$ cat src/rtl/decode_stage.sv
`default_nettype none
// ============================================================================
//  Module   : decode_stage
//  Purpose  : Registered instruction-decode stage. Splits the instruction into
//             opcode, one-hot decode, register addresses and a sign-extended
//             immediate; flags illegal opcodes; keeps a per-register busy
//             scoreboard and stalls fetch on read-after-write hazards.
//  Options  : DECODE_WB_BYPASS_EN - a writeback in the current cycle unblocks
//             a dependent instruction with no extra stall cycle.
//  Revision : 1.0 - initial release
// ============================================================================
module decode_stage #(
  parameter int INSTRUCTION_WIDTH = 25,
  parameter int WIDTH_OPCODE      = 5,
  parameter int REGFILE_ADDR_BITS = 3,
  parameter int IMMEDIATE_WIDTH   = 12,
  parameter int DATA_WIDTH        = 32,
  parameter int NUM_INSTRUCTIONS  = 2**WIDTH_OPCODE
) (
  input  logic                             clk,
  input  logic                             rst_n,
  input  logic                             in_valid,
  output logic                             in_ready,
  input  logic [INSTRUCTION_WIDTH-1:0]     in_instruction,
  output logic                             out_valid,
  input  logic                             out_ready,
  output logic [WIDTH_OPCODE-1:0]          out_opcode,
  output logic [NUM_INSTRUCTIONS-1:0]      out_decoded,
  output logic [REGFILE_ADDR_BITS-1:0]     out_reg_dest,
  output logic [REGFILE_ADDR_BITS-1:0]     out_reg_source,
  output logic [DATA_WIDTH-1:0]            out_immediate,
  output logic                             out_writes_reg,
  output logic                             out_illegal,
  input  logic                             wb_valid,
  input  logic [REGFILE_ADDR_BITS-1:0]     wb_addr,
  input  logic                             flush,
  output logic [2**REGFILE_ADDR_BITS-1:0]  busy_regs
);

  localparam int c_NUM_REGISTERS = 2**REGFILE_ADDR_BITS;
  localparam int c_OP_LSB        = INSTRUCTION_WIDTH - WIDTH_OPCODE;
  localparam int c_DEST_LSB      = c_OP_LSB - REGFILE_ADDR_BITS;
  localparam int c_SRC_LSB       = c_DEST_LSB - REGFILE_ADDR_BITS;
  localparam int c_UNUSED_BITS   = c_SRC_LSB - IMMEDIATE_WIDTH;

  localparam logic [WIDTH_OPCODE-1:0] c_OP_NOP  = WIDTH_OPCODE'(0);
  localparam logic [WIDTH_OPCODE-1:0] c_OP_ADD  = WIDTH_OPCODE'(1);
  localparam logic [WIDTH_OPCODE-1:0] c_OP_LR   = WIDTH_OPCODE'(2);
  localparam logic [WIDTH_OPCODE-1:0] c_OP_SR   = WIDTH_OPCODE'(3);
  localparam logic [WIDTH_OPCODE-1:0] c_OP_ADDI = WIDTH_OPCODE'(4);
  localparam logic [WIDTH_OPCODE-1:0] c_OP_BEQ  = WIDTH_OPCODE'(5);
  localparam logic [WIDTH_OPCODE-1:0] c_OP_J    = WIDTH_OPCODE'(6);
  localparam logic [WIDTH_OPCODE-1:0] c_OP_SUB  = WIDTH_OPCODE'(7);

  localparam logic [c_NUM_REGISTERS-1:0]  c_ONE_REG   = c_NUM_REGISTERS'(1);
  localparam logic [NUM_INSTRUCTIONS-1:0] c_ONE_INSTR = NUM_INSTRUCTIONS'(1);

  // Field layout must fit inside the instruction word.
  if (WIDTH_OPCODE + 2*REGFILE_ADDR_BITS + IMMEDIATE_WIDTH > INSTRUCTION_WIDTH) begin : g_width_check
    $error("decode_stage: instruction fields exceed INSTRUCTION_WIDTH");
  end

  // Bits between the source field and the immediate carry no meaning.
  if (c_UNUSED_BITS > 0) begin : g_unused_field
    logic w_unused_bits;
    assign w_unused_bits = ^in_instruction[c_SRC_LSB-1:IMMEDIATE_WIDTH];
  end

  // Field extraction
  logic [WIDTH_OPCODE-1:0]      w_opcode;
  logic [REGFILE_ADDR_BITS-1:0] w_dest;
  logic [REGFILE_ADDR_BITS-1:0] w_source;
  logic [IMMEDIATE_WIDTH-1:0]   w_imm;

  assign w_opcode = in_instruction[INSTRUCTION_WIDTH-1:c_OP_LSB];
  assign w_dest   = in_instruction[c_OP_LSB-1:c_DEST_LSB];
  assign w_source = in_instruction[c_DEST_LSB-1:c_SRC_LSB];
  assign w_imm    = in_instruction[IMMEDIATE_WIDTH-1:0];

  logic w_reads_dest;
  logic w_reads_src;
  logic w_writes;
  logic w_illegal;

  // Per-opcode register usage and legality.
  always_comb begin
    w_reads_dest = 1'b0;
    w_reads_src  = 1'b0;
    w_writes     = 1'b0;
    w_illegal    = 1'b0;
    case (w_opcode)
      c_OP_NOP, c_OP_J: ;
      c_OP_ADD, c_OP_SUB: begin
        w_reads_dest = 1'b1;
        w_reads_src  = 1'b1;
        w_writes     = 1'b1;
      end
      c_OP_LR: begin
        w_reads_src = 1'b1;
        w_writes    = 1'b1;
      end
      c_OP_SR, c_OP_BEQ: begin
        w_reads_dest = 1'b1;
        w_reads_src  = 1'b1;
      end
      c_OP_ADDI: begin
        w_reads_dest = 1'b1;
        w_writes     = 1'b1;
      end
      default: w_illegal = 1'b1;
    endcase
  end

  logic [c_NUM_REGISTERS-1:0]  r_busy;
  logic [c_NUM_REGISTERS-1:0]  w_wb_onehot;
  logic [c_NUM_REGISTERS-1:0]  w_busy_eff;
  logic [c_NUM_REGISTERS-1:0]  w_set;
  logic [c_NUM_REGISTERS-1:0]  w_busy_next;
  logic                        w_hazard;
  logic                        w_accept;

  assign w_wb_onehot = (wb_valid && (wb_addr != '0)) ? (c_ONE_REG << wb_addr) : '0;

`ifdef DECODE_WB_BYPASS_EN
  // A register retiring this cycle is already treated as free.
  assign w_busy_eff = r_busy & ~w_wb_onehot;
`else
  assign w_busy_eff = r_busy;
`endif

  // R0 is hard-wired to zero, so it never creates a dependency.
  assign w_hazard = in_valid &&
                    ((w_reads_dest && (w_dest   != '0) && w_busy_eff[w_dest]) ||
                     (w_reads_src  && (w_source != '0) && w_busy_eff[w_source]));

  assign in_ready = (!out_valid || out_ready) && !w_hazard && !flush;
  assign w_accept = in_valid && in_ready;

  // Issued writers mark their destination busy; a same-cycle set beats a clear.
  assign w_set = (out_valid && out_ready && out_writes_reg && !flush) ?
                 (c_ONE_REG << out_reg_dest) : '0;
  assign w_busy_next = ((r_busy & ~w_wb_onehot) | w_set) & ~c_ONE_REG;

  // Scoreboard register.
  always_ff @(posedge clk or negedge rst_n) begin
    if (!rst_n) r_busy <= '0;
    else        r_busy <= w_busy_next;
  end

  assign busy_regs = r_busy;

  logic                         r_valid;
  logic [WIDTH_OPCODE-1:0]      r_opcode;
  logic [NUM_INSTRUCTIONS-1:0]  r_decoded;
  logic [REGFILE_ADDR_BITS-1:0] r_dest;
  logic [REGFILE_ADDR_BITS-1:0] r_source;
  logic [DATA_WIDTH-1:0]        r_imm;
  logic                         r_writes;
  logic                         r_illegal;

  // Output register: flush drops, accept loads, handshake without accept drains.
  always_ff @(posedge clk or negedge rst_n) begin
    if (!rst_n) begin
      r_valid   <= 1'b0;
      r_opcode  <= '0;
      r_decoded <= '0;
      r_dest    <= '0;
      r_source  <= '0;
      r_imm     <= '0;
      r_writes  <= 1'b0;
      r_illegal <= 1'b0;
    end else if (flush) begin
      r_valid <= 1'b0;
    end else if (w_accept) begin
      r_valid   <= 1'b1;
      r_opcode  <= w_opcode;
      r_decoded <= w_illegal ? '0 : (c_ONE_INSTR << w_opcode);
      r_dest    <= w_dest;
      r_source  <= w_source;
      r_imm     <= {{(DATA_WIDTH-IMMEDIATE_WIDTH){w_imm[IMMEDIATE_WIDTH-1]}}, w_imm};
      r_writes  <= w_writes && (w_dest != '0);
      r_illegal <= w_illegal;
    end else if (r_valid && out_ready) begin
      r_valid <= 1'b0;
    end
  end

  assign out_valid      = r_valid;
  assign out_opcode     = r_opcode;
  assign out_decoded    = r_decoded;
  assign out_reg_dest   = r_dest;
  assign out_reg_source = r_source;
  assign out_immediate  = r_imm;
  assign out_writes_reg = r_writes;
  assign out_illegal    = r_illegal;

endmodule
`default_nettype wire
$ cat config.mk
export PLATFORM = sky130hd
export DESIGN_NAME = decode_stage
export DESIGN_NICKNAME = d
export VERILOG_FILES = /design/src/rtl/decode_stage.sv
export SDC_FILE = /design/constraint.sdc
export NUM_CORES = 1
export LEC_CHECK = 0
export ABC_CLOCK_PERIOD_IN_PS = 2150
export BUFFER_PORTS_ARGS = -buffer_cell sky130_fd_sc_hd__clkbuf_2
export CAP_MARGIN = 20
export CORE_MARGIN = 1.5
export CORE_UTILIZATION = 43
export DETAILED_ROUTE_END_ITERATION = 16
export PLACE_DENSITY_LB_ADDON = 0.15
export SETUP_SLACK_MARGIN = 0.15
export SLEW_MARGIN = 40
export SYNTH_ARGS = -nofsm -noshare
export SYNTH_HDL_FRONTEND = slang
export SYNTH_SLANG_ARGS = --single-unit
$ cat constraint.sdc
create_clock -name clk -period 2.15 [get_ports clk]
set_clock_uncertainty 0.15 [all_clocks]
set_input_delay 0.43 -clock clk [delete_from_list [all_inputs] [get_ports clk]]
set_output_delay 0.43 -clock clk [all_outputs]
set_load 0.05 [all_outputs]
### Word-level counts from Yosys, hierarchy flattened

Cells that the tools add are included.

| storage, ports and cells | value |
|---|---|
| input port bits | 34 |
| bits in registers | 65 |

| cells by class | value |
|---|---|
| order comparisons | 2 |
| shifts and indexed selects | 3 |
| muxes and demuxes | 14 |
| reductions and logical operators | 28 |
| equal/unequal tests | 7 |
| bitwise logic cells | 4 |

Operators by type and width:

| cell | count |
|---|---|
| $mux W32 | 1 |
| $shl A1 B5 Y32 const A | 1 |
| $eq A5 B3 Y1 const B | 4 |
| $mux W8 | 2 |
| $shl A1 B3 Y8 const A | 2 |
| $logic_and A1 B1 Y1 | 13 |
| $reduce_bool A3 Y1 | 4 |
| $eq A5 B2 Y1 const B | 2 |
| $reduce_or A5 Y1 | 2 |
| $mux W1 | 9 |
| $and A8 B8 Y8 | 1 |
| $lt A3 B4 Y1 const B | 2 |
| $not A8 Y8 | 1 |
| $or A8 B8 Y8 | 1 |
| $reduce_or A8 Y1 | 1 |
| $bmux W1 S3 | 2 |
| $eq A5 B1 Y1 const B | 1 |
| $logic_not A5 Y1 | 1 |
| $reduce_or A4 Y1 | 1 |
| $logic_not A1 Y1 | 3 |
| $logic_or A1 B1 Y1 | 2 |
| $reduce_and A2 Y1 | 1 |
| $not A1 Y1 | 1 |

### Logic depth before layout (Yosys ltp)

| logic depth | value |
|---|---|
| depth after elaboration | 13 |
| mapped depth | 7 |
| depth with buffers taken out | 5 |

### Worst setup path before layout

Ideal clock, no wire load.

| path | value |
|---|---|
| kind | reg2out |
| start point | reg r_busy[5], in the netlist busy_regs[5] |
| end point | out in_ready |
| slack | -1.106 ns |
| required time | 1.570 ns |
| cell stages (with the launch flop) | 6 |
| arrival time | 2.676 ns |
| buffers on the path | 0 |
| path through | dfrtp_1 > mux2_2 > a221o_1 > a32oi_4 > nor2_1 > nor3_1 |

| between the ends | value |
|---|---|
| word-level cells in the longest chain between the ends | 8 |
| elaborated cells on any way between the ends | 11 |
| classes of those cells | mux: 4; reduce/logical: 7 |

RTL lines:

| item | line | source |
|---|---|---|
| from (decl) | 114 | `logic [c_NUM_REGISTERS-1:0] r_busy;` |
| from (signal assigned) | 147 | `else r_busy <= w_busy_next;` |
| $bmux W1 S3 (on tied branches) | 133, 134 |  |
| $mux W1 (on tied branches) | 133, 134 |  |
| $logic_and A1 B1 Y1 (on tied branches) | 133, 134 |  |
| $logic_or A1 B1 Y1 (*) | 133 | `((w_reads_dest && (w_dest != '0) && w_busy_eff[w_dest]) \|\|` |
| $logic_and A1 B1 Y1 (*) | 132 | `assign w_hazard = in_valid &&` |
| $logic_not A1 Y1 (*) | 136 | `assign in_ready = (!out_valid \|\| out_ready) && !w_hazard && !flush;` |
| $logic_and A1 B1 Y1 (*) (2 in series) | 136 |  |
| to (decl) | 23 | `output logic in_ready,` |

Every way passes the cells marked *; elsewhere a longest branch is shown, timed or not. The select of a mux whose other input is x is not followed.

### Worst setup path after layout

Same ends and word-level chain as after synthesis.

==> results.sh <==
export IMPL_core_um2=6390
export IMPL_largest_reg_flops=32
export IMPL_grt_start_max_net_pins=46
export IMPL_synth_top_family_by_area="multiplexers"
export IMPL_syn_num_nets=251
export IMPL_finalCritPeriodShare=1.19
export IMPL_synth_adder_area_share=0
export IMPL_irDropWorstVdd_mv=0.632
export IMPL_synth_edf_count=0
export IMPL_routabilityCongestion=0.762
export IMPL_worst_pin_slew_ps=513
export IMPL_drcViolationCount=0
export IMPL_postSynth_asyncResetShare=1.00
export IMPL_nNetsFinal=396
export IMPL_wl_mm=6.40
export IMPL_fmax_mhz=392
export IMPL_synth_compound_area_frac=0.106
export IMPL_holdCritPathClass="in2reg"
export IMPL_diodes=0
export IMPL_yosysUniqueCellTypes=36
export IMPL_final_setup_viol_count=59
export IMPL_crit_type="reg2out"
export IMPL_pwr_density_cell_nw_per_um2=913
export IMPL_finalHoldViolations=0
export IMPL_cp_arrival_ps=1970
export IMPL_dieArea_um2=7120
export IMPL_chipWidth_um=84.4
export IMPL_highest_layer="met4"
export IMPL_clk_latency_ps=330
export IMPL_met3_length_um=364
export IMPL_drt_iter0_drc=75
export IMPL_grt_pass1_wl_mm=10.1
export IMPL_seq_area_frac_synth=0.571
export IMPL_hold_ws_ps=150
export IMPL_htree_levels=3
export IMPL_grt_ovfl_total=0
export IMPL_die_height_um=84.4
export IMPL_drive_above_1_share=0.590
export IMPL_vias=2157
export IMPL_wl_met2_mm=2.98
export IMPL_dp_hpwl_mm=4.42
export IMPL_syn_area_per_cell_um2=13.1
export IMPL_grt_usage=0.183
export IMPL_syn_area_um2=2850
export IMPL_period_minus_slack_ps=2550
export IMPL_end_kind="output pin"
export IMPL_clk_pin_slew_ps=70
export IMPL_drt_met1_wl_mm=2.93
export IMPL_clockRootBuffer="clkbuf_8"
export IMPL_wire_per_inst_um=14.4
export IMPL_num_rows=29
export IMPL_leakage_nw=2.19
export IMPL_run_status="complete, but fails checks"
export IMPL_violations="setup timing"
export IMPL_synth_mux_area_frac=0.127
export IMPL_clockBufferDepth=2
export IMPL_io_buffer_count=117
export IMPL_synth_xor_area_frac=0.00615
export IMPL_cts_buffers=9
export IMPL_worstPathRequired_ps=1570
export IMPL_worstSetupStartpointType="flip-flop"
export IMPL_viasPerCell=4.87
export IMPL_grt_antenna_before_repair=0
export IMPL_pin_count=121
export IMPL_final_common_cell="clkbuf_2"
export IMPL_syn_inst=217
export IMPL_grt_pass1_vias=2036
export IMPL_yosys_area_share_simple=0.116
export IMPL_setup_slack_ps=-399
export IMPL_slew_violations=0
export IMPL_ant_nets=0
export IMPL_yosys_warnings=0
export IMPL_maxCapViolCount=0
export IMPL_rsz0062_at_grt="yes"
export IMPL_cts_tree="done"
export IMPL_cts_sinks=65
export IMPL_ys_flop_type="dfrtp_1"
export IMPL_syn_to_final_growth_pct=44.0
export IMPL_first_pass_iters=4
export IMPL_synth_seq_cells=65
export IMPL_critPathMaxFanout=2
export IMPL_final_cell_mix="clkbuf_2, dfrtp_1, buf_4, and2_1, mux2_4"
export IMPL_slew_headroom=0.658
export IMPL_initial_core_util=0.446
export IMPL_p_total_mw=3.75
## path summary, 6_finish.rpt
path                            startpoint                 to  slack [ps]  cells after the start
hold reg to reg            out_decoded[19]    out_decoded[19]         330                      1
min in group asynchronous            rst_n  out_reg_source[1]         460                      2
setup reg to reg              busy_regs[6]   out_immediate[3]        -380                     12
setup / recovery              busy_regs[5]           in_ready        -400                      6
max in group asynchronous            rst_n  out_immediate[11]         770                      3
hold / removal                   out_ready          out_valid         150                      2
## cell type report
cell class,count,area [um2]
Tap cell,77,96.3
Fill cell,518,2280
Timing Repair Buffer,162,1080
Multi-Input combinational cell,122,1080
Sequential cell,65,1640
Clock buffer,12,145
Clock inverter,3,65.1
Inverter,2,7.51
## repair_timing
item | CTS | global route
hold buffers | 1 | 0
pin swaps | 6 | 3
gates cloned | 2 | 1
hold endpoints to repair | 20 | 0
endpoints found under the setup margin | 55 | 80
gates resized for setup | 8 | 8
setup buffers | 7 | 6
## report_power, final
part	internal, mW	switching, mW
clock network	0.677	0.432
logic	0.373	0.857
registers	1.32	0.0868
total	2.37	1.38
## cells in the mapped netlist (all sizes together), types with 2 or more instances
library cell / n / area share
o31ai: 2 / 0.0053
buf: 25 / 0.067
nor3: 2 / 0.0035
dfrtp: 65 / 0.57
nand2: 9 / 0.012
a32o: 4 / 0.014
clkbuf: 3 / 0.0040
nor2b: 4 / 0.0088
xnor2: 2 / 0.0061
o21ai: 13 / 0.027
nand2b: 8 / 0.018
nand3: 2 / 0.0035
nor2: 4 / 0.0053
a22o: 4 / 0.012
a221o: 2 / 0.0070
mux2: 23 / 0.11
o41ai: 3 / 0.0092
o2bb2ai: 4 / 0.012
and2: 25 / 0.055
inv: 2 / 0.0026
mux2i: 2 / 0.0070
## cells by family (layout without fill, tap and decap cells)
family	after synthesis	in the layout
other cells	1	1
buf+inv	30	179
mux	26	26
simple gates	57	57
compound gates	36	36
xor+xnor	2	2
flops	65	65
## worst max-delay path: stages (launching register included)
cell     delay [ps]
dfrtp_2         400
mux2_2          270
a221o_1         330
a32oi_4         250
nor2_2           80
nor3_4          140
buf_8           170
## per-layer routing
layer	vias up	track usage
met2	79	0.278
li1	1024	-
met1	1041	0.248
met5	-	0
met4	0	0.0850
met3	13	0.0442
## stage by stage
stage	setup TNS (ps)	utilization	std cells	instance area [um2]	setup WS [ps]
final	-17360	0.643	443	4100	-399
after global routing	-22190	0.643	443	4100	-475
after CTS	-18580	0.629	436	4020	-452
after detailed placement	-17100	0.571	411	3640	-405
after global placement	-16860	0.571	411	3640	-421
after floorplan	-6900	-	217	2930	-433
Power figures use the tool's default switching activity.
